[config.mk]
export PLATFORM = sky130hd
export DESIGN_NAME = apb_requester
export DESIGN_NICKNAME = d
export VERILOG_FILES = /design/src/rtl/apb_pkg.sv /design/src/rtl/apb_access_timer.sv /design/src/rtl/apb_requester.sv
export SDC_FILE = /design/constraint.sdc
export NUM_CORES = 1
export LEC_CHECK = 0
export CORE_MARGIN = 2
export CORE_UTILIZATION = 40
export DETAILED_ROUTE_END_ITERATION = 10
export DONT_BUFFER_PORTS = 1
export PLACE_DENSITY = 0.56
export SYNTH_ARGS = -nofsm -noshare
export SYNTH_HDL_FRONTEND = slang
export SYNTH_HIERARCHICAL = 1
export SYNTH_SLANG_ARGS = --single-unit
[constraint.sdc]
create_clock -name PCLK -period 3.75 [get_ports PCLK]
set_input_delay 0.375 -clock PCLK [delete_from_list [all_inputs] [get_ports PCLK]]
set_output_delay 0.375 -clock PCLK [all_outputs]
set_load 0.02 [all_outputs]
[src/rtl/apb_pkg.sv]
// Shared types and constants for the APB requester: FSM states, PPROT bit positions,
// and the command/response records sized for the widest supported bus.
package apb_pkg;

    localparam int unsigned APB_MAX_ADDR_W = 32;
    localparam int unsigned APB_MAX_DATA_W = 32;
    localparam int unsigned APB_MAX_STRB_W = APB_MAX_DATA_W / 8;

    localparam int unsigned PPROT_PRIV   = 0;
    localparam int unsigned PPROT_NONSEC = 1;
    localparam int unsigned PPROT_INSTR  = 2;

    typedef enum logic [1:0] {
        IDLE,
        SETUP,
        ACCESS
    } apb_state_e;

    typedef struct packed {
        logic                      write;
        logic [APB_MAX_ADDR_W-1:0] addr;
        logic [APB_MAX_DATA_W-1:0] wdata;
        logic [APB_MAX_STRB_W-1:0] strb;
        logic [2:0]                prot;
    } apb_cmd_t;

    typedef struct packed {
        logic [APB_MAX_DATA_W-1:0] rdata;
        logic                      err;
        logic                      timeout;
    } apb_rsp_t;

    function automatic logic apb_data_width_ok(input int unsigned width);
        return (width == 8) || (width == 16) || (width == 32);
    endfunction

endpackage

[src/rtl/apb_access_timer.sv]
// ACCESS-phase wait-state counter; used by apb_requester only when APB_TIMEOUT_EN is defined.
// Asserts expired on the wait cycle whose count reaches TIMEOUT_CYCLES with PREADY still low.
module apb_access_timer #(
    parameter int unsigned TIMEOUT_CYCLES = 16
) (
    input  logic clk,
    input  logic rst,
    input  logic start,
    input  logic busy,
    input  logic pready,
    output logic expired
);

    localparam logic [15:0] Limit = 16'(TIMEOUT_CYCLES);

    logic [15:0] count_q;
    logic [15:0] count_d;
    logic [15:0] count_inc;

    assign count_inc = count_q + 16'd1;
    assign expired   = busy && !pready && (count_inc == Limit);

    always_comb begin
        count_d = count_q;
        if (start) begin
            count_d = '0;
        end else if (busy && !pready) begin
            count_d = count_inc;
        end
    end

    always_ff @(posedge clk or posedge rst) begin
        if (rst) begin
            count_q <= '0;
        end else begin
            count_q <= count_d;
        end
    end

endmodule

[src/rtl/apb_requester.sv]
// APB4 requester: one command in, one SETUP/ACCESS transfer out, one response back.
// Define APB_TIMEOUT_EN to abort ACCESS phases that wait longer than TIMEOUT_CYCLES.
module apb_requester
    import apb_pkg::*;
#(
    parameter int unsigned APB_PADDR_WIDTH = 32,
    parameter int unsigned APB_PDATA_WIDTH = 32,
    parameter int unsigned TIMEOUT_CYCLES  = 16
) (
    input  logic                         PCLK,
    input  logic                         PRESET,
    input  logic                         cmd_valid,
    output logic                         cmd_ready,
    input  logic                         cmd_write,
    input  logic [APB_PADDR_WIDTH-1:0]   cmd_addr,
    input  logic [APB_PDATA_WIDTH-1:0]   cmd_wdata,
    input  logic [APB_PDATA_WIDTH/8-1:0] cmd_strb,
    input  logic [2:0]                   cmd_prot,
    output logic                         rsp_valid,
    input  logic                         rsp_ready,
    output logic [APB_PDATA_WIDTH-1:0]   rsp_rdata,
    output logic                         rsp_err,
    output logic                         rsp_timeout,
    output logic [APB_PADDR_WIDTH-1:0]   PADDR,
    output logic [2:0]                   PPROT,
    output logic                         PSEL,
    output logic                         PENABLE,
    output logic                         PWRITE,
    output logic [APB_PDATA_WIDTH-1:0]   PWDATA,
    output logic [APB_PDATA_WIDTH/8-1:0] PSTRB,
    input  logic                         PREADY,
    input  logic [APB_PDATA_WIDTH-1:0]   PRDATA,
    input  logic                         PSLVERR
);

    localparam int unsigned StrbW = APB_PDATA_WIDTH / 8;

    if (!apb_data_width_ok(APB_PDATA_WIDTH)) begin : g_bad_data_width
        $error("apb_requester: APB_PDATA_WIDTH must be 8, 16 or 32");
    end
    if (APB_PADDR_WIDTH < 1 || APB_PADDR_WIDTH > APB_MAX_ADDR_W) begin : g_bad_addr_width
        $error("apb_requester: APB_PADDR_WIDTH out of range");
    end
    if (TIMEOUT_CYCLES < 1 || TIMEOUT_CYCLES > 65535) begin : g_bad_timeout
        $error("apb_requester: TIMEOUT_CYCLES must be 1..65535");
    end

    apb_state_e state_q, state_d;
    apb_cmd_t   cmd_q, cmd_d;
    apb_rsp_t   rsp_q, rsp_d;
    logic       psel_q, psel_d;
    logic       penable_q, penable_d;
    logic       rsp_valid_q, rsp_valid_d;
    logic       expired;

`ifdef APB_TIMEOUT_EN
    apb_access_timer #(
        .TIMEOUT_CYCLES(TIMEOUT_CYCLES)
    ) u_timer (
        .clk    (PCLK),
        .rst    (PRESET),
        .start  (state_q == SETUP),
        .busy   (state_q == ACCESS),
        .pready (PREADY),
        .expired(expired)
    );
`else
    assign expired = 1'b0;
`endif

    // Gated by PRESET so every output reads 0 while reset is held.
    assign cmd_ready = !PRESET && (state_q == IDLE) && (!rsp_valid_q || rsp_ready);

    assign PADDR       = cmd_q.addr[APB_PADDR_WIDTH-1:0];
    assign PPROT       = cmd_q.prot;
    assign PWRITE      = cmd_q.write;
    assign PWDATA      = cmd_q.wdata[APB_PDATA_WIDTH-1:0];
    assign PSTRB       = psel_q ? cmd_q.strb[StrbW-1:0] : '0;
    assign PSEL        = psel_q;
    assign PENABLE     = penable_q;
    assign rsp_valid   = rsp_valid_q;
    assign rsp_rdata   = rsp_q.rdata[APB_PDATA_WIDTH-1:0];
    assign rsp_err     = rsp_q.err;
    assign rsp_timeout = rsp_q.timeout;

    always_comb begin
        state_d     = state_q;
        cmd_d       = cmd_q;
        rsp_d       = rsp_q;
        psel_d      = psel_q;
        penable_d   = penable_q;
        rsp_valid_d = rsp_valid_q;

        if (rsp_valid_q && rsp_ready) begin
            rsp_valid_d = 1'b0;
        end

        unique case (state_q)
            IDLE: begin
                if (cmd_valid && cmd_ready) begin
                    // Read commands carry zero data and strobes onto the bus.
                    cmd_d.write = cmd_write;
                    cmd_d.addr  = APB_MAX_ADDR_W'(cmd_addr);
                    cmd_d.wdata = cmd_write ? APB_MAX_DATA_W'(cmd_wdata) : '0;
                    cmd_d.strb  = cmd_write ? APB_MAX_STRB_W'(cmd_strb) : '0;
                    cmd_d.prot  = cmd_prot;
                    psel_d      = 1'b1;
                    state_d     = SETUP;
                end
            end
            SETUP: begin
                penable_d = 1'b1;
                state_d   = ACCESS;
            end
            ACCESS: begin
                if (PREADY) begin
                    rsp_d.rdata   = cmd_q.write ? '0 : APB_MAX_DATA_W'(PRDATA);
                    rsp_d.err     = PSLVERR;
                    rsp_d.timeout = 1'b0;
                    rsp_valid_d   = 1'b1;
                    psel_d        = 1'b0;
                    penable_d     = 1'b0;
                    state_d       = IDLE;
                end else if (expired) begin
                    rsp_d.rdata   = '0;
                    rsp_d.err     = 1'b1;
                    rsp_d.timeout = 1'b1;
                    rsp_valid_d   = 1'b1;
                    psel_d        = 1'b0;
                    penable_d     = 1'b0;
                    state_d       = IDLE;
                end
            end
            default: begin
                psel_d    = 1'b0;
                penable_d = 1'b0;
                state_d   = IDLE;
            end
        endcase
    end

    always_ff @(posedge PCLK or posedge PRESET) begin
        if (PRESET) begin
            state_q     <= IDLE;
            cmd_q       <= '0;
            rsp_q       <= '0;
            psel_q      <= 1'b0;
            penable_q   <= 1'b0;
            rsp_valid_q <= 1'b0;
        end else begin
            state_q     <= state_d;
            cmd_q       <= cmd_d;
            rsp_q       <= rsp_d;
            psel_q      <= psel_d;
            penable_q   <= penable_d;
            rsp_valid_q <= rsp_valid_d;
        end
    end

endmodule

==> implementation parameters, run 1 <==
Parameter                              Value

Pwr
  Total net switching power ... 1.58 mW
  Power Density ... 825 nW/um^2
  Leakage power ... 2.24 nW
  Relative contribution of the clock network to total power ... 25.0%
  Sequential power share ... 61.2%
  Portion of total power attributed to combinational logic ... 13.7%
  Switch share ... 38.6%
  Cell-internal power ... 2.52 mW
  VDD IR-drop max ... 319 uV

STA
  Worst max-slew margin expressed relative to the limit ... 30.8%
  Final setup TNS ... 0 ns
  Endpoints failing hold ... 0
  Crit share post-route ... 68.5%
  Setup violators final ... 0
  Clk_skew ... 0.00498 ns
  Count of final max-slew check failures ... 0
  Achievable Freq ... 0.389 GHz
  Worst-Margin Slew ... 1.04 ns
  Min cycle time layout ... 2.57 ns
  Unrepaired setup endpoints after global routing ... no

Yosys
  Post-Synth Simple-Gate Area ... 10.7%
  Complex-gate fraction of the synthesized area ... 3.41%
  Combinational family with the most area after synthesis ... buffers and inverters
  Post-Synth Adder-Cell Area ... 0%
  Netlist area before placement ... 5060 sq um
  Share of the yosys chip area belonging to registers ... 54.4%
  Number of distinct standard cells referenced by the synthesized netlist ... 22
  Gate count after technology mapping ... 460
  Multiplexer fraction of the synthesized cell area ... 15.6%
  Synthesized net count ... 570
  Average footprint of a synthesized cell ... 11.0 sq um
  Number of register bits inferred by synthesis ... 110
  Xor/xnor cell area share of the yosys netlist ... 0%
  Warnings, synthesis ... 6

Worst setup path
  Start point of the critical path ... PRESET
  R2R cell count ... 3
  Arrival @ worst endpoint ... 2.19 ns
  Critical Path, Cell by Cell ... dlygate4sd3_1 -> inv_4 -> nand2_1 -> nor3_1
  Type of origin of the critical path ... input pin
  Reg-to-Reg Start ... state_q[0]
  Largest stage delay on the critical path ... 0.69 ns
  Master of the slowest instance on the critical path ... sky130_fd_sc_hd__nor3_1
  Required arrival time at the worst endpoint ... 3.38 ns
  Highest fanout seen on the critical path ... 46
  Element type at the critical path end ... output port
  Setup CP Type ... input pin to output port

Global routing
  Maximum number of pins on one net before global-route repair ... 74
  Combined global-route utilization of all metal layers ... 13.9%
  First-pass GRT wire length ... 14.1 mm
  Number of antenna violations at the first check in global routing ... 2
  Congestion Overflow GR ... 0
  Via count of the first global-routing pass ... 2,634

Cells and area
  Non-filler instance count after layout ... 562
  Commonest cells after routing, fill and taps aside ... sky130_fd_sc_hd__dfrtp_1 (110), sky130_fd_sc_hd__nand2_1 (72), sky130_fd_sc_hd__mux2i_1 (37)
  Combined area of the multi-input logic cells ... 1510 sq um
  Final nets ... 495
  Share of layout cells above drive strength 1 ... 6.43%
  Most common cell after layout, fill and taps aside ... sky130_fd_sc_hd__dfrtp_1
  Filler cell count ... 1,214
  Area growth syn-to-layout ... -1.66%
  Sequential cell area ... 2750 sq um

Placement
  Placer congestion estimate ... 0.740
  Buffers on Ports ... 0
  Detailed Place HPWL ... 6.64 mm
  Count of placed standard cells including taps ... 545

CTS
  Level count of the clock H-tree ... 3
  TritonCTS clock tree ... done
  Register clock-pin slew on the reported worst setup and hold paths ... 0.07 ns
  Worst skew pair latency ... 0.35 ns
  Setup bufs post-CTS ... 0
  Number of resized instances in the post-cts repair step ... 0
  Clock net sink count ... 110
  Max clock buf depth ... 2
  Number of CTS-inserted buffers ... 9
  Clock root buffer master ... sky130_fd_sc_hd__clkbuf_16

Detailed routing
  Count of routing violations after the opening detailed-route iteration ... 96
  Post-detailed-route via-to-cell ratio ... 4.60
  Count of unresolved DRC violations after routing ... 0
  Number of iterations in the first detailed-routing pass ... 4
  Via Count ... 2,588
  Antenna violation net count after detailed routing ... 0
  Average detailed-routed wire length per instance ... 16.9 microns
  Routed Wire Length ... 9.51 mm

Die
  Floorplan core area ... 12,500 sq um
  Boundary pin count ... 220
  Number of placement rows ... 41
  Starting Density ... 40.6%
  Width of the die ... 116 microns
  Area of the die ... 13,600 sq um
  Y dimension of the die ... 116 microns

Min path
  Path type of the worst min-delay path ... input pin to flop
  Hold Startpoint ... cmd_addr[21]
  Worst Hold Depth ... 1

Job
  Number of maximum-capacitance constraint violations ... 0

Run status
  Result of the run ... complete, no violations
==> path summary, 6_finish.rpt <==
check	endpoint	slack, ns
max	cmd_ready	1.18
min	PADDR[21]	0.16
max reg2reg	rsp_err	1.58
min reg2reg	cmd_q[4]	0.51
max in group asynchronous	PADDR[25]	1.90
min in group asynchronous	PSEL	0.59
==> kinds of logic after synthesis <==
| group | count (synthesis) |
|---|---|
| compound gates | 34 |
| buf+inv | 127 |
| mux | 74 |
| simple gates | 114 |
| flops | 110 |
| other cells | 1 |
==> sequential cells by signal, indices dropped and copies added, names as in the netlist <==
| name | cells |
|---|---|
| cmd_q | 4 |
| PADDR | 32 |
| rsp_rdata | 32 |
| state_q | 2 |
| PPROT | 3 |
| PSEL | 1 |
| rsp_err | 1 |
| rsp_valid | 1 |
| PWRITE | 1 |
| PENABLE | 1 |
| PWDATA | 32 |
==> timing repair <==
| item | CTS | global route |
|---|---|---|
| hold buffers | 1 | 0 |
| setup endpoints to repair | 0 | 0 |
| endpoints found under the hold margin | 44 | 0 |
==> metal layers <==
| metal | GRT usage [%] | wire length, microns | vias up |
|---|---|---|---|
| met4 | 7.06 | 185 | 2 |
| li1 | - | - | 1229 |
| met5 | 0 | 16 | - |
| met3 | 5.09 | 729 | 14 |
| met1 | 15.9 | 3760 | 1235 |
| met2 | 22.9 | 4810 | 108 |
==> critical path, delay by kind of cell <==
family                 cells  cell delay [ns]
buffers and inverters      2             1.02
and+or+nand+nor            2             0.79
==> power by group through the flow <==
stage / logic [mW] / clock network, mW / registers, mW
finish: 0.563 / 1.03 / 2.51
global route: 0.662 / 1.12 / 2.58
CTS: 0.578 / 1.07 / 2.53
detailed placement: 0.576 / 0 / 2.55
global placement: 0.546 / 0 / 2.54
floorplan: 1.20 / 0 / 2.07
==> synthesized netlist by cell type, drive strengths merged <==
master,n,share of area [%]
inv,37,2.7
mux2,37,8.2
nand3b,1,0.15
buf,81,12
clkbuf,8,0.59
nand2b,34,4.2
mux2i,37,7.3
nand2,73,5.5
clkinv,1,0.17
dfrtp,110,54
o21a,1,0.15
o21ai,33,3.3
and2,4,0.49
nor3,1,0.099
conb,1,0.074
nor4b,1,0.30
==> area by class of cell <==
type | instances | area share (%)
Inverter | 38 | 3.02
Antenna cell | 1 | 0.0503
Sequential cell | 110 | 55.3
Clock buffer | 11 | 5.08
Multi-Input combinational cell | 223 | 30.3
Timing Repair Buffer | 3 | 0.503
Clock inverter | 4 | 1.41
Tap cell | 172 | 4.33
==> stage by stage <==
stage	util, %	worst slack [ns]	hold WS (ns)	power [mW]	cell area, sq um
finish	39.9	1.18	0.160	4.10	4970
floorplan	-	0.0640	0.459	3.27	5060
global route	39.9	0.964	0.138	4.37	4970
detailed placement	37.2	1.56	0.362	3.13	4640
CTS	39.9	1.13	0.139	4.18	4970
global placement	37.2	1.62	0.357	3.09	4640
Power figures use the tool's default switching activity.
==> run 2, diff against run 1 <==
Settings changed: ABC_AREA from default to 1.
Clock period 3.75 ns to 2.7 ns, I/O delays scaled along.
==> run 2 against run 1 <==
  * Critical path depth unchanged
  * Register-to-register slack got worse by 0.68 ns
  * Non-clock buffer count increased by 3
  * Die area increased by 4.6%
  * Via count increased by 36%
  * Clock skew increased by 0.0071 ns
  * Critical path type is now flop to output port
==> implementation parameters, run 2 <==
Parameter                              Value

Run status
  Result of the run ... complete, no violations

Placement
  Detailed Place HPWL ... 7.59 mm
  Count of placed standard cells including taps ... 710
  Buffers on Ports ... 0
  Placer congestion estimate ... 0.742
  Worst setup slack before clock tree synthesis ... 0.900 ns

Yosys
  Synthesized net count ... 744
  Average footprint of a synthesized cell ... 8.36 sq um
  Number of register bits inferred by synthesis ... 110
  Primary FF master, synth ... sky130_fd_sc_hd__dfrtp_1
  Gate count after technology mapping ... 634
  Share of flip-flops with an asynchronous set or reset after synthesis ... 100%
  Cell with the most instances after synthesis ... sky130_fd_sc_hd__nand2_1
  Share of the yosys chip area belonging to registers ... 51.9%
  Library cell occupying the most area in the post-synthesis netlist ... sky130_fd_sc_hd__dfrtp_1
  Synth area leaders ... sky130_fd_sc_hd__dfrtp_1 (52%), sky130_fd_sc_hd__nand2_1 (18%), sky130_fd_sc_hd__buf_4 (9.8%)
  Warnings, synthesis ... 6
  Number of distinct standard cells referenced by the synthesized netlist ... 18
  Top cell types by occurrence after synthesis ... sky130_fd_sc_hd__nand2_1 (256), sky130_fd_sc_hd__dfrtp_1 (110), sky130_fd_sc_hd__nand3_1 (73)
  Number of enable-type register cells in the synthesized netlist ... 0
  Netlist area before placement ... 5300 sq um
  Share of the synthesized area in the top cell type ... 51.9%

Detailed routing
  Routed Wire Length ... 11.5 mm
  Antenna violation net count after detailed routing ... 0
  Via Count ... 3,511
  Count of routing violations after the opening detailed-route iteration ... 197
  Number of iterations in the first detailed-routing pass ... 4
  Post-detailed-route via-to-cell ratio ... 4.83
  Average detailed-routed wire length per instance ... 15.8 microns
  Count of unresolved DRC violations after routing ... 0

Worst setup path
  R2R cell count ... 3
  Element type at the critical path end ... output port
  Type of origin of the critical path ... flop
  Reg-to-reg setup timing slack ... 0.90 ns
  Required arrival time at the worst endpoint ... 2.43 ns
  Highest fanout seen on the critical path ... 40
  Setup CP Type ... flop to output port
  Arrival @ worst endpoint ... 1.81 ns

Global routing
  Via count of the first global-routing pass ... 3,534
  Congestion Overflow GR ... 0
  First-pass GRT wire length ... 18.4 mm
  Combined global-route utilization of all metal layers ... 16.4%
  Maximum number of pins on one net before global-route repair ... 82
  Number of antenna violations at the first check in global routing ... 0

STA
  Achievable Freq ... 0.480 GHz
  Worst max-slew margin expressed relative to the limit ... 24.5%
  Final setup TNS ... 0 ns
  Setup violators final ... 0
  Unrepaired setup endpoints after global routing ... no
  Min setup slack post-route ... 0.616 ns
  Crit share post-route ... 77.2%
  Min cycle time layout ... 2.08 ns
  Worst-Margin Slew ... 1.13 ns
  Clk_skew ... 0.0120 ns
  Endpoints failing hold ... 0
  Count of final max-slew check failures ... 0

Cells and area
  Share of layout cells above drive strength 1 ... 5.44%
  Area growth syn-to-layout ... -3.97%
  Non-filler instance count after layout ... 727
  Final nets ... 656
  Commonest cells after routing, fill and taps aside ... sky130_fd_sc_hd__nand2_1 (255), sky130_fd_sc_hd__dfrtp_1 (110), sky130_fd_sc_hd__nand3_1 (73)
  Number of inserted diodes ... 0
  Most common cell after layout, fill and taps aside ... sky130_fd_sc_hd__nand2_1

Die
  Area of the die ... 14,200 sq um
  Starting Density ... 40.5%
  Floorplan core area ... 13,100 sq um
  Boundary pin count ... 220
  Number of placement rows ... 42
  Y dimension of the die ... 119 microns
  Width of the die ... 119 microns

CTS
  TritonCTS clock tree ... done
  Number of CTS-inserted buffers ... 9
  Worst skew pair latency ... 0.35 ns
  Register clock-pin slew on the reported worst setup and hold paths ... 0.08 ns
  Level count of the clock H-tree ... 3
  Clock net sink count ... 110
  Max clock buf depth ... 2
  Clock root buffer master ... sky130_fd_sc_hd__clkbuf_16
  Number of resized instances in the post-cts repair step ... 0

Pwr
  VDD IR-drop max ... 356 uV
  Leakage power ... 2.88 nW
  Power Density ... 1090 nW/um^2

Min path
  Path type of the worst min-delay path ... input pin to flop
  Worst Hold Depth ... 2

Job
  Number of maximum-capacitance constraint violations ... 0
## run 2: cell count changes after synthesis, sizes merged, moves of 3 or more
cell	delta
mux2	-37
nand2b	-34
and2	-4
inv	+12
nor2	+3
nand3	+73
clkbuf	+4
buf	+12
mux2i	-37
nand2	+184
## run 2: routing by layer
layer	part of all wire [%]	wire length (microns)	global-route usage, %	vias to the layer above
met3	9.8	1130	5.89	14
met2	45	5130	25.9	144
met5	0	0	0	-
li1	-	-	-	1701
met4	2.3	261	6.85	0
met1	43	4940	20.4	1652
## run 2: cells by family after synthesis
kind of cell | count (synthesis) | synth area share [%]
AND/OR/NAND/NOR | 334 | 25.9
buffers and inverters | 154 | 18.5
AO/OA/AOI/OAI | 35 | 3.64
other | 1 | 0.0708
flip-flops | 110 | 51.9
## run 2: power breakdown
part           switching (mW)  total, mW  internal, mW
clock network           0.610       1.34         0.727
registers                1.14       3.34          2.21
logic                   0.551      0.868         0.316
total                    2.30       5.55          3.25
## run 2: through the flow
step,hold slack (ns),power [mW],util (%),cell area (sq um)
6_report,0.0547,5.55,38.9,5090
5_1_grt,0.0386,5.90,38.9,5090
4_1_cts,0.0456,5.62,38.9,5090
3_5_place_dp,0.0326,4.26,36.5,4780
3_3_place_gp,0.0337,4.21,36.5,4780
2_1_floorplan,0.408,4.42,-,5300
## run 2: worst max-delay path, stage by stage, from the launching register on
cell and delay, ns:
sky130_fd_sc_hd__dfrtp_1 0.42, sky130_fd_sc_hd__nor2_2 0.21, sky130_fd_sc_hd__nand2_2 0.12, sky130_fd_sc_hd__nor2_8 0.42, sky130_fd_sc_hd__buf_12 0.28
## run 2: layout make-up
| type | count | area, sq um |
|---|---|---|
| fillers | 1357 | 8000 |
| flip-flops and latches | 110 | 2750 |
| multi-input cells | 370 | 1570 |
| clock buffers | 10 | 229 |
| well taps | 176 | 220 |
| inverters | 49 | 188 |
| clock inverters | 6 | 68.8 |
| repair buffers | 6 | 60.1 |
## run 2: path summary, 6_finish.rpt
kind,start,end
setup / recovery,state_q[0],cmd_ready
max in group asynchronous,PRESET,PWDATA[9]
min in group asynchronous,PRESET,PWRITE
hold reg to reg,cmd_q[3],cmd_q[3]
hold / removal,cmd_addr[28],PADDR[28]
setup reg to reg,state_q[0],rsp_rdata[4]
## run 2: repair_timing
action	4_1_cts	5_1_grt
setup buffers	0	0
hold buffers	1	0
endpoints found under the setup margin	0	0
hold endpoints to repair	29	0
